<file path="config.mk">
export PLATFORM = sky130hd
export DESIGN_NAME = lwe_row_accumulator
export DESIGN_NICKNAME = d
export VERILOG_FILES = /design/src/rtl/lwe_row_accumulator.sv
export SDC_FILE = /design/constraint.sdc
export NUM_CORES = 1
export LEC_CHECK = 0
export ABC_CLOCK_PERIOD_IN_PS = 6000
export CORE_ASPECT_RATIO = 1.75
export CORE_MARGIN = 2
export CORE_UTILIZATION = 55
export CTS_BUF_LIST = sky130_fd_sc_hd__clkbuf_16
export DETAILED_ROUTE_END_ITERATION = 12
export DONT_BUFFER_PORTS = 1
export PLACE_DENSITY = 0.7
export SYNTH_ARGS = -nofsm -noshare
export SYNTH_HDL_FRONTEND = slang
export SYNTH_SLANG_ARGS = --single-unit
</file>
<file path="constraint.sdc">
create_clock -name clk -period 6 [get_ports clk]
set_input_delay 0.6 -clock clk [delete_from_list [all_inputs] [get_ports clk]]
set_output_delay 0.6 -clock clk [all_outputs]
set_load 0.02 [all_outputs]
</file>
<file path="src/rtl/lwe_row_accumulator.sv">
// lwe_row_accumulator: streams every cached public-key row out of the cache and
// sums the selected rows into one LWE ciphertext (ct_a vector, ct_b scalar).
module lwe_row_accumulator #(
  parameter int DATA_WIDTH = 16,
  parameter int NUM_ROWS   = 8,
  parameter int NUM_COLS   = 4
) (
  input  logic                           clk,
  input  logic                           rst,
  input  logic                           start,
  input  logic [2:0]                     kyber_k,
  input  logic                           msg_bit,
  input  logic [NUM_ROWS-1:0]            sel_mask,
  input  logic                           cache_full,
  input  logic [NUM_COLS*DATA_WIDTH-1:0] row_in,
  input  logic [DATA_WIDTH-1:0]          sum_in,
  output logic                           encryption_req,
  output logic                           busy,
  output logic [NUM_COLS*DATA_WIDTH-1:0] ct_a,
  output logic [DATA_WIDTH-1:0]          ct_b,
  output logic                           ct_valid,
  input  logic                           ct_ready
);

  localparam int CW = (NUM_ROWS > 1) ? $clog2(NUM_ROWS) : 1;

  typedef enum logic [2:0] {
    S_IDLE,
    S_WAIT_FULL,
    S_READ,
    S_DRAIN,
    S_DONE
  } state_e;

  state_e                         state_q, state_d;
  logic [CW-1:0]                  cnt_q;       // request index issued this cycle
  logic                           rd_valid_q;  // row_in/sum_in carry a row this cycle
  logic [CW-1:0]                  rd_row_q;    // which row row_in/sum_in belong to
  logic [NUM_ROWS-1:0]            mask_q;
  logic                           msg_q;
  logic                           k3_q;        // only three columns active
  logic [NUM_COLS*DATA_WIDTH-1:0] acc_a_q, acc_a_d;
  logic [DATA_WIDTH-1:0]          acc_b_q, acc_b_d;
  logic [NUM_COLS*DATA_WIDTH-1:0] ct_a_q;
  logic [DATA_WIDTH-1:0]          ct_b_q;

  // Next-state logic for the read/accumulate sequence.
  always_comb begin
    // NOTE: every combinational output gets a default first so no path leaves it unassigned (no latch).
    state_d = state_q;
    unique case (state_q)
      S_IDLE:      if (start) state_d = S_WAIT_FULL;
      S_WAIT_FULL: if (cache_full) state_d = S_READ;
      S_READ:      if (cnt_q == CW'(NUM_ROWS - 1)) state_d = S_DRAIN;
      S_DRAIN:     state_d = S_DONE;
      S_DONE:      if (ct_ready) state_d = S_IDLE;
      default:     state_d = S_IDLE;
    endcase
  end

  // Add the row returned this cycle into the accumulators when its select bit is set.
  always_comb begin
    acc_a_d = acc_a_q;
    acc_b_d = acc_b_q;
    if (rd_valid_q && mask_q[rd_row_q]) begin
      for (int c = 0; c < NUM_COLS; c++) begin
        if (!(k3_q && c == 3)) begin
          acc_a_d[c*DATA_WIDTH +: DATA_WIDTH] =
            acc_a_q[c*DATA_WIDTH +: DATA_WIDTH] + row_in[c*DATA_WIDTH +: DATA_WIDTH];
        end
      end
      acc_b_d = acc_b_q + sum_in;
    end
  end

  // State, configuration, accumulator and result registers.
  always_ff @(posedge clk) begin
    // NOTE: sequential state uses non-blocking assignments so every register samples pre-edge values.
    if (rst) begin
      state_q    <= S_IDLE;
      cnt_q      <= '0;
      rd_valid_q <= 1'b0;
      rd_row_q   <= '0;
      mask_q     <= '0;
      msg_q      <= 1'b0;
      k3_q       <= 1'b0;
      acc_a_q    <= '0;
      acc_b_q    <= '0;
      ct_a_q     <= '0;
      ct_b_q     <= '0;
    end else begin
      state_q <= state_d;

      // Configuration is captured only on an accepted start.
      if (state_q == S_IDLE && start) begin
        mask_q <= sel_mask;
        msg_q  <= msg_bit;
        k3_q   <= (kyber_k == 3'd3);
      end

      // Cache answers one cycle after each request, so remember what was asked.
      cnt_q      <= (state_q == S_READ) ? cnt_q + 1'b1 : '0;
      rd_valid_q <= (state_q == S_READ);
      rd_row_q   <= cnt_q;

      // The last row lands during DRAIN; fold it in while latching the result.
      if (state_q == S_DRAIN) begin
        ct_a_q <= acc_a_d;
        ct_b_q <= acc_b_d + {msg_q, {(DATA_WIDTH-1){1'b0}}};
      end

      if (state_q == S_DONE && ct_ready) begin
        acc_a_q <= '0;
        acc_b_q <= '0;
      end else begin
        acc_a_q <= acc_a_d;
        acc_b_q <= acc_b_d;
      end
    end
  end

  assign encryption_req = (state_q == S_READ);
  assign busy           = (state_q != S_IDLE);
  assign ct_valid       = (state_q == S_DONE);
  assign ct_a           = ct_a_q;
  assign ct_b           = ct_b_q;

endmodule
</file>
==> results.md, run 1 <==
* Run status: finished clean
* Wire per inst at around 17 um
* TritonRoute pass-1 iters at 4
* RSZ-0062 raised after global routing: no
* Setup ws final at around 3 ns
* Cells after Synth at 1167
* Core ar. at 17500 sq um
* Total Die Area at 19100 sq um
* Library cells used by synthesis at 74
* Setup-failing EPs final at 0
* Via count at 8028
* Ys flop type: dfxtp_1
* Count leader, synth: nor2_1
* Gpl congestion at 0.847
* PortBufs at 0
* Syn Nets at 1346
* # Post-CTS Setup Buffers at 0
* Static leakage at 4.18 nW
* Clock Path Buffers at 2
* H-tree depth at 4
* Max Cap Viol at 0
* PwrDens at 244 nW/um^2
* WL final at 23.0 mm
* Number of synthesized flops with an enable pin at 0
* Endpoints failing hold at 0
* CTS-repair resized insts at 0
* Pins over their slew limit at 0
* Kind of critical path: reg -> reg
* Cells taking the most area after synthesis: dfxtp_1 36%, ha_1 9.8%, nor2_1 8.3%
* Synth Cell Area at 9870 sq um
* Min Tclk post-route at 3.06 ns
* Cts hold-fix bufs at 0
* First DRT Iteration DRCs at around 280
* Ratio of cells with drive above 1 in the final layout at 5.61%
* Seq/Total Area, Yosys at 36.5%
* Fin nets at 1307
* Final core occ at 59.9%
* Total GRT Usage at 24.0%
* Antenna cells at 0
* Crit path DAT at 3.41 ns
* Root buffer cell: clkbuf_16
* Worst rel slew slack at 34.6%
* Clock sinks at 180
* Layout area overhead at 6.37%
* Synth async-reset ratio at 0%
* Avg Synthesized Cell Area at 8.46 sq um
* F_max at 0.327 GHz
* Place WS at 2.82 ns
* Vias/cell at approximately 5.9
* Worst hold slack at 0.229 ns
* Synth top cells by count: 219 x nor2_1, 180 x dfxtp_1, 114 x a21oi_1
* Initial Util at 56.3%
* Total Neg Setup Slack at 0 ns
* Req. time, crit path at 6.36 ns
* Cell Rows at 64
* Yosys reg bits at 180
* Post-route DRC at 0
* Clk_skew at approximately 0.0075 ns
* Boundary Pins at 180
* Crit-path max FO at 85
* Clock-pin slew on the worst setup and hold paths at 0.07 ns
* Antenna violations before repair at 0
* Top cell type's share of synthesized area at 36.5%
* GRT overflow at 0
* Die span in y at 181 um
* First-pass GRT wire length at 37.3 mm
* Routed Antenna Nets at 0
* Worst-Skew Late Latency at 0.43 ns
* Startpoint Class: register
* Post-synth top area cell: dfxtp_1
* HP Class: in -> reg
* Power after layout at 2.56 mW
* Largest net degree at the start of global routing at around 100
* Critical path capture point type: register
* Max IR drop VDD at 192 uV
* CTS tree: done
* Period Utilization, post-route at 51.0%
* HPWL Detailed at 16.4 mm
* Least-Margin Pin Slew at 0.981 ns
* Total CTS buffers at 17
* Die Wd at 105 um
* Yosys warnings at 0
* Number of global-route vias before repair at 8048
## path summary, 6_finish.rpt
kind	from	endpoint	slack, ns	cells after the start
max	rd_row_q[0]	ct_a[63]	2.94	9
min	rst	ct_a[6]	0.23	1
max reg2reg	rd_row_q[0]	ct_a[63]	2.94	9
min reg2reg	cnt_q[0]	cnt_q[0]	0.44	1
## layer usage
metal	global-route usage (%)	share of wire, %	up-vias
li1	-	-	4085
met1	23.7	38	3737
met2	46.2	54	168
met3	6.64	6.1	38
met4	9.23	2.1	0
met5	0	0	-
## cells in the final DEF, fill, tap and decap left out, types with 4 or more instances in the layout
cell | netlist | layout
nor2_1 | 219 | 218
nand3_1 | 19 | 19
o21bai_1 | 12 | 12
fa_1 | 5 | 5
o21ai_0 | 33 | 33
or3_1 | 8 | 8
o31ai_1 | 4 | 4
clkbuf_16 | 0 | 17
a31oi_1 | 9 | 9
nand2_1 | 68 | 67
xor2_1 | 23 | 23
dfxtp_1 | 180 | 180
o21a_1 | 10 | 10
inv_6 | 0 | 5
nand2b_1 | 7 | 7
o21ai_1 | 6 | 6
nand3b_1 | 4 | 4
and2_1 | 9 | 9
inv_1 | 26 | 26
nor2b_1 | 11 | 11
a21o_1 | 22 | 21
nor3_1 | 27 | 27
and3_1 | 4 | 4
xnor2_1 | 34 | 34
a211oi_1 | 75 | 75
nand4_1 | 6 | 6
mux2i_1 | 29 | 29
a21oi_1 | 114 | 114
o211ai_1 | 5 | 5
ha_1 | 77 | 77
inv_8 | 0 | 5
## state kept, by name (all words and copies together) (netlist names)
| name | flops |
|---|---|
| acc_a_q | 64 |
| acc_b_q | 16 |
| cnt_q | 3 |
| ct_a | 64 |
| ct_b | 16 |
| k3_q | 1 |
| mask_q | 8 |
| msg_q | 1 |
| rd_row_q | 3 |
| rd_valid_q | 1 |
| state_q | 3 |
## critical path, stage by stage (launching register included)
cell and delay [ns]:
dfxtp_1 0.38, mux4_2 0.50, mux2_2 0.31, nand2_4 0.72
nor2_2 0.24, and4_1 0.29, nand4_1 0.10, nand3_2 0.09
xnor2_2 0.15, a211oi_2 0.20
## through the flow
stage,instance area [sq um],cells
floorplan,9870,1167
global placement,9900,1340
detailed placement,9900,1340
CTS,10500,1372
global route,10500,1372
finish,10500,1372
## power by group
group	total (mW)	internal [mW]	switching, mW
Clock	1.16	0.635	0.526
Combinational	0.162	0.0657	0.0964
Sequential	1.24	1.21	0.0265
Total	2.56	1.91	0.649
## cell type report
| cell class | instances | area, sq um |
|---|---|---|
| clock inverter | 15 | 183 |
| tap | 231 | 289 |
| fill | 1644 | 7030 |
| clock buffer | 17 | 425 |
| inverter | 26 | 97.6 |
| sequential | 180 | 3600 |
| timing repair buffer | 3 | 22.5 |
| multi-input combinational | 900 | 5880 |
## kinds of logic after synthesis
family | Yosys count | share of synthesized area (%)
mux | 33 | 3.62
flops | 180 | 36.5
simple gates | 398 | 17.7
compound gates | 329 | 22.1
buf+inv | 87 | 4.09
fa+ha+maj | 82 | 10.8
xor+xnor | 58 | 5.22
(Power assumes the default switching activity.)
==> run 2, diff against run 1 <==
--- a/config.mk
+++ b/config.mk
@@ -5,7 +5,7 @@
 export SDC_FILE = /design/constraint.sdc
 export NUM_CORES = 1
 export LEC_CHECK = 0
-export ABC_CLOCK_PERIOD_IN_PS = 6000
+export ABC_CLOCK_PERIOD_IN_PS = 2910
 export CORE_ASPECT_RATIO = 1.75
 export CORE_MARGIN = 2
 export CORE_UTILIZATION = 55
==> constraint.sdc (replaced) <==
create_clock -name clk -period 2.91 [get_ports clk]
set_input_delay 0.291 -clock clk [delete_from_list [all_inputs] [get_ports clk]]
set_output_delay 0.291 -clock clk [all_outputs]
set_load 0.02 [all_outputs]
==> run 2 against run 1 <==
  * Clock-buffer cell count is the same
  * First-iteration DRC count decreased by 13%
  * Non-clock buffer count is 15 higher
  * Sequential power is 110% higher
  * Register-to-register slack lost 2.8 ns
  * Combinational power increased by 130%
  * Total power rose by 110%
  * Setup slack lost 2.8 ns
  * Via count is 0.81% higher
  * Sequential share of layout area fell by 0.59 points
  * Critical endpoint is now ct_a[62]
==> results.md, run 2 (synthesis gave the netlist of run 1 again) <==
* H-tree depth at 4 (unchanged)
* Die Wd at 105 um (unchanged)
* Initial Util at 56.3% (unchanged)
* Startpoint Class: register
* F_max at 0.366 GHz (+12%)
* PwrDens at 499 nW/um^2 (+100%)
* PortBufs at 0 (unchanged)
* Wire per inst at 17.0 um (+1.1%)
* Ratio of cells with drive above 1 in the final layout at 6.41% (+0.80 points)
* Post-placement cell count at 1350 (+0.75%)
* Clock Path Buffers at 2 (unchanged)
* Place WS at 0.0509 ns (-2.77 ns)
* Clk_skew at 0.0111 ns (+0.00358 ns)
* Req. time, crit path at 3.25 ns (-3.11 ns)
* Crit path DAT at 3.07 ns (-0.34 ns)
* Commonest non-fill, non-tap cells in the layout: 218 x nor2_1, 180 x dfxtp_1, 113 x a21oi_1
* Worst hold stages at 2 (+1)
* Cell Rows at 64 (unchanged)
* Antenna violations before repair at 0 (unchanged)
* Core ar. at 17500 sq um (unchanged)
* HPWL Detailed at 16.8 mm (+2.3%)
* Finished Layout Cells at 1386 (+1.0%)
* Kind of critical path: reg -> reg
* First-pass GRT wire length at 38.0 mm (+1.9%)
* WL final at 23.5 mm (+2.1%)
* Clock-pin slew on the worst setup and hold paths at 0.07 ns (about the same)
* TritonRoute pass-1 iters at 4 (unchanged)
* Max IR drop VDD at 398 uV (+110%)
* Vias/cell at 5.84 (-0.21%)
* Fillers at 1611 (-2.0%)
* Setup-failing EPs final at 0 (unchanged)
* Static leakage at 4.27 nW (+2.2%)
* Routed Antenna Nets at 0 (unchanged)
* Layout area overhead at 8.22%
* Clock sinks at 180 (unchanged)
* First DRT Iteration DRCs at 239 (-13%)
* Antenna cells at 0 (unchanged)
* Via count at 8093 (+0.81%)
* Total Neg Setup Slack at 0 ns (unchanged)
* HP Class: in -> reg
* Die span in y at 181 um (unchanged)
* Critical path capture point type: register
* Crit path largest cell delay at 0.41 ns (-0.31 ns)
* Root buffer cell: clkbuf_16
* Fin nets at 1322 (+1.1%)
* Worst rel slew slack at 52.0% (+17 points)
* Post-route DRC at 0 (unchanged)
* Worst-Skew Late Latency at 0.43 ns (about the same)
* Period Utilization, post-route at 94.0% (+43 points)
* RSZ-0062 raised after global routing: no
* Max Cap Viol at 0 (unchanged)
* Total Die Area at 19100 sq um (unchanged)
* Boundary Pins at 180 (unchanged)
* R2R depth at 11 (+2)
* Least-Margin Pin Slew at 0.720 ns (-0.261 ns)
* Setup ws final at 0.175 ns (-2.77 ns)
* Crit-path max FO at 3 (-96%)
* Min Tclk post-route at 2.73 ns (-0.324 ns)
* CTS tree: done
* Slowest CP cell: fa_1
* Total CTS buffers at 17 (unchanged)
* Worst path cell trace: ha_1, fa_1, a21o_1, a21oi_2, o21ai_2, a2111oi_4, o41ai_2, nand2_1, mux2i_1, a2111oi_2, a211oi_1
* Number of global-route vias before repair at 8160 (+1.4%)
* Endpoints failing hold at 0 (unchanged)
* GRT overflow at 0 (unchanged)
* Run status: finished clean
* Gpl congestion at 0.850 (+0.43%)
* Most common cell after layout, fill and taps aside: nor2_1
* Pins over their slew limit at 0 (unchanged)
* Total GRT Usage at 24.6% (+0.63 points)
* Largest net degree at the start of global routing at 102 (-0.97%)
## run 2: changes by cell type in the layout (fill, tap and decap cells not counted), sizes merged
cell	before	now
dlygate4sd3	0	4
clkinvlp	0	3
clkinv	3	2
buf	3	14
bufinv	2	4
inv	36	31
## run 2: worst max-delay path, delay by kind of cell, from the launching register on
kind | cells | cell delay [ns]
AO/OA/AOI/OAI | 7 | 1.37
adder cells (fa/ha/maj) | 2 | 0.64
flip-flops | 1 | 0.32
multiplexers | 1 | 0.24
AND/OR/NAND/NOR | 1 | 0.09
## run 2: layout make-up
type                       instances  area (sq um)  share of cell area, %
timing repair buffer              18           190                   1.78
multi-input combinational        900          5890                   55.2
tap                              231           289                   2.70
clock inverter                    14           186                   1.74
sequential                       180          3600                   33.7
inverter                          26          97.6                  0.913
clock buffer                      17           425                   3.98
## run 2: what timing repair did
action                                 CTS  global route
endpoints found under the hold margin   95             0
gates resized for setup                  0             3
hold buffers                             5             0
buffers inserted                         0             0
setup endpoints to repair                0             5
## run 2: worst paths after layout
path | to | start | slack [ns]
setup / recovery | ct_a[62] | acc_a_q[48] | 0.18
hold / removal | mask_q[6] | sel_mask[6] | 0.008
setup reg to reg | ct_a[62] | acc_a_q[48] | 0.18
hold reg to reg | cnt_q[0] | cnt_q[0] | 0.45
## run 2: where the power goes
| part | switching [mW] | total (mW) | internal, mW |
|---|---|---|---|
| Sequential | 0.0544 | 2.56 | 2.50 |
| Clock | 0.973 | 2.40 | 1.43 |
| Combinational | 0.227 | 0.373 | 0.147 |
## run 2: layer usage
layer  GRT usage [%]  vias to the layer above  part of all wire, %
li1                -                     4109                    -
met1            24.3                     3781                   37
met2            47.3                      161                   54
met3            6.17                       42                  5.6
met4            10.8                        0                  3.1
met5               0                        -                    0
## run 2: stage by stage
stage          hold WS (ns)  cell area (sq um)  total power [mW]  util, %
2_1_floorplan         0.413               9870              2.90        -
3_3_place_gp          0.370              10000              2.94     57.0
3_5_place_dp          0.371              10000              2.95     57.0
4_1_cts             0.00131              10700              5.39     60.9
5_1_grt              0.0196              10700              5.51     60.9
6_report            0.00761              10700              5.33     60.9
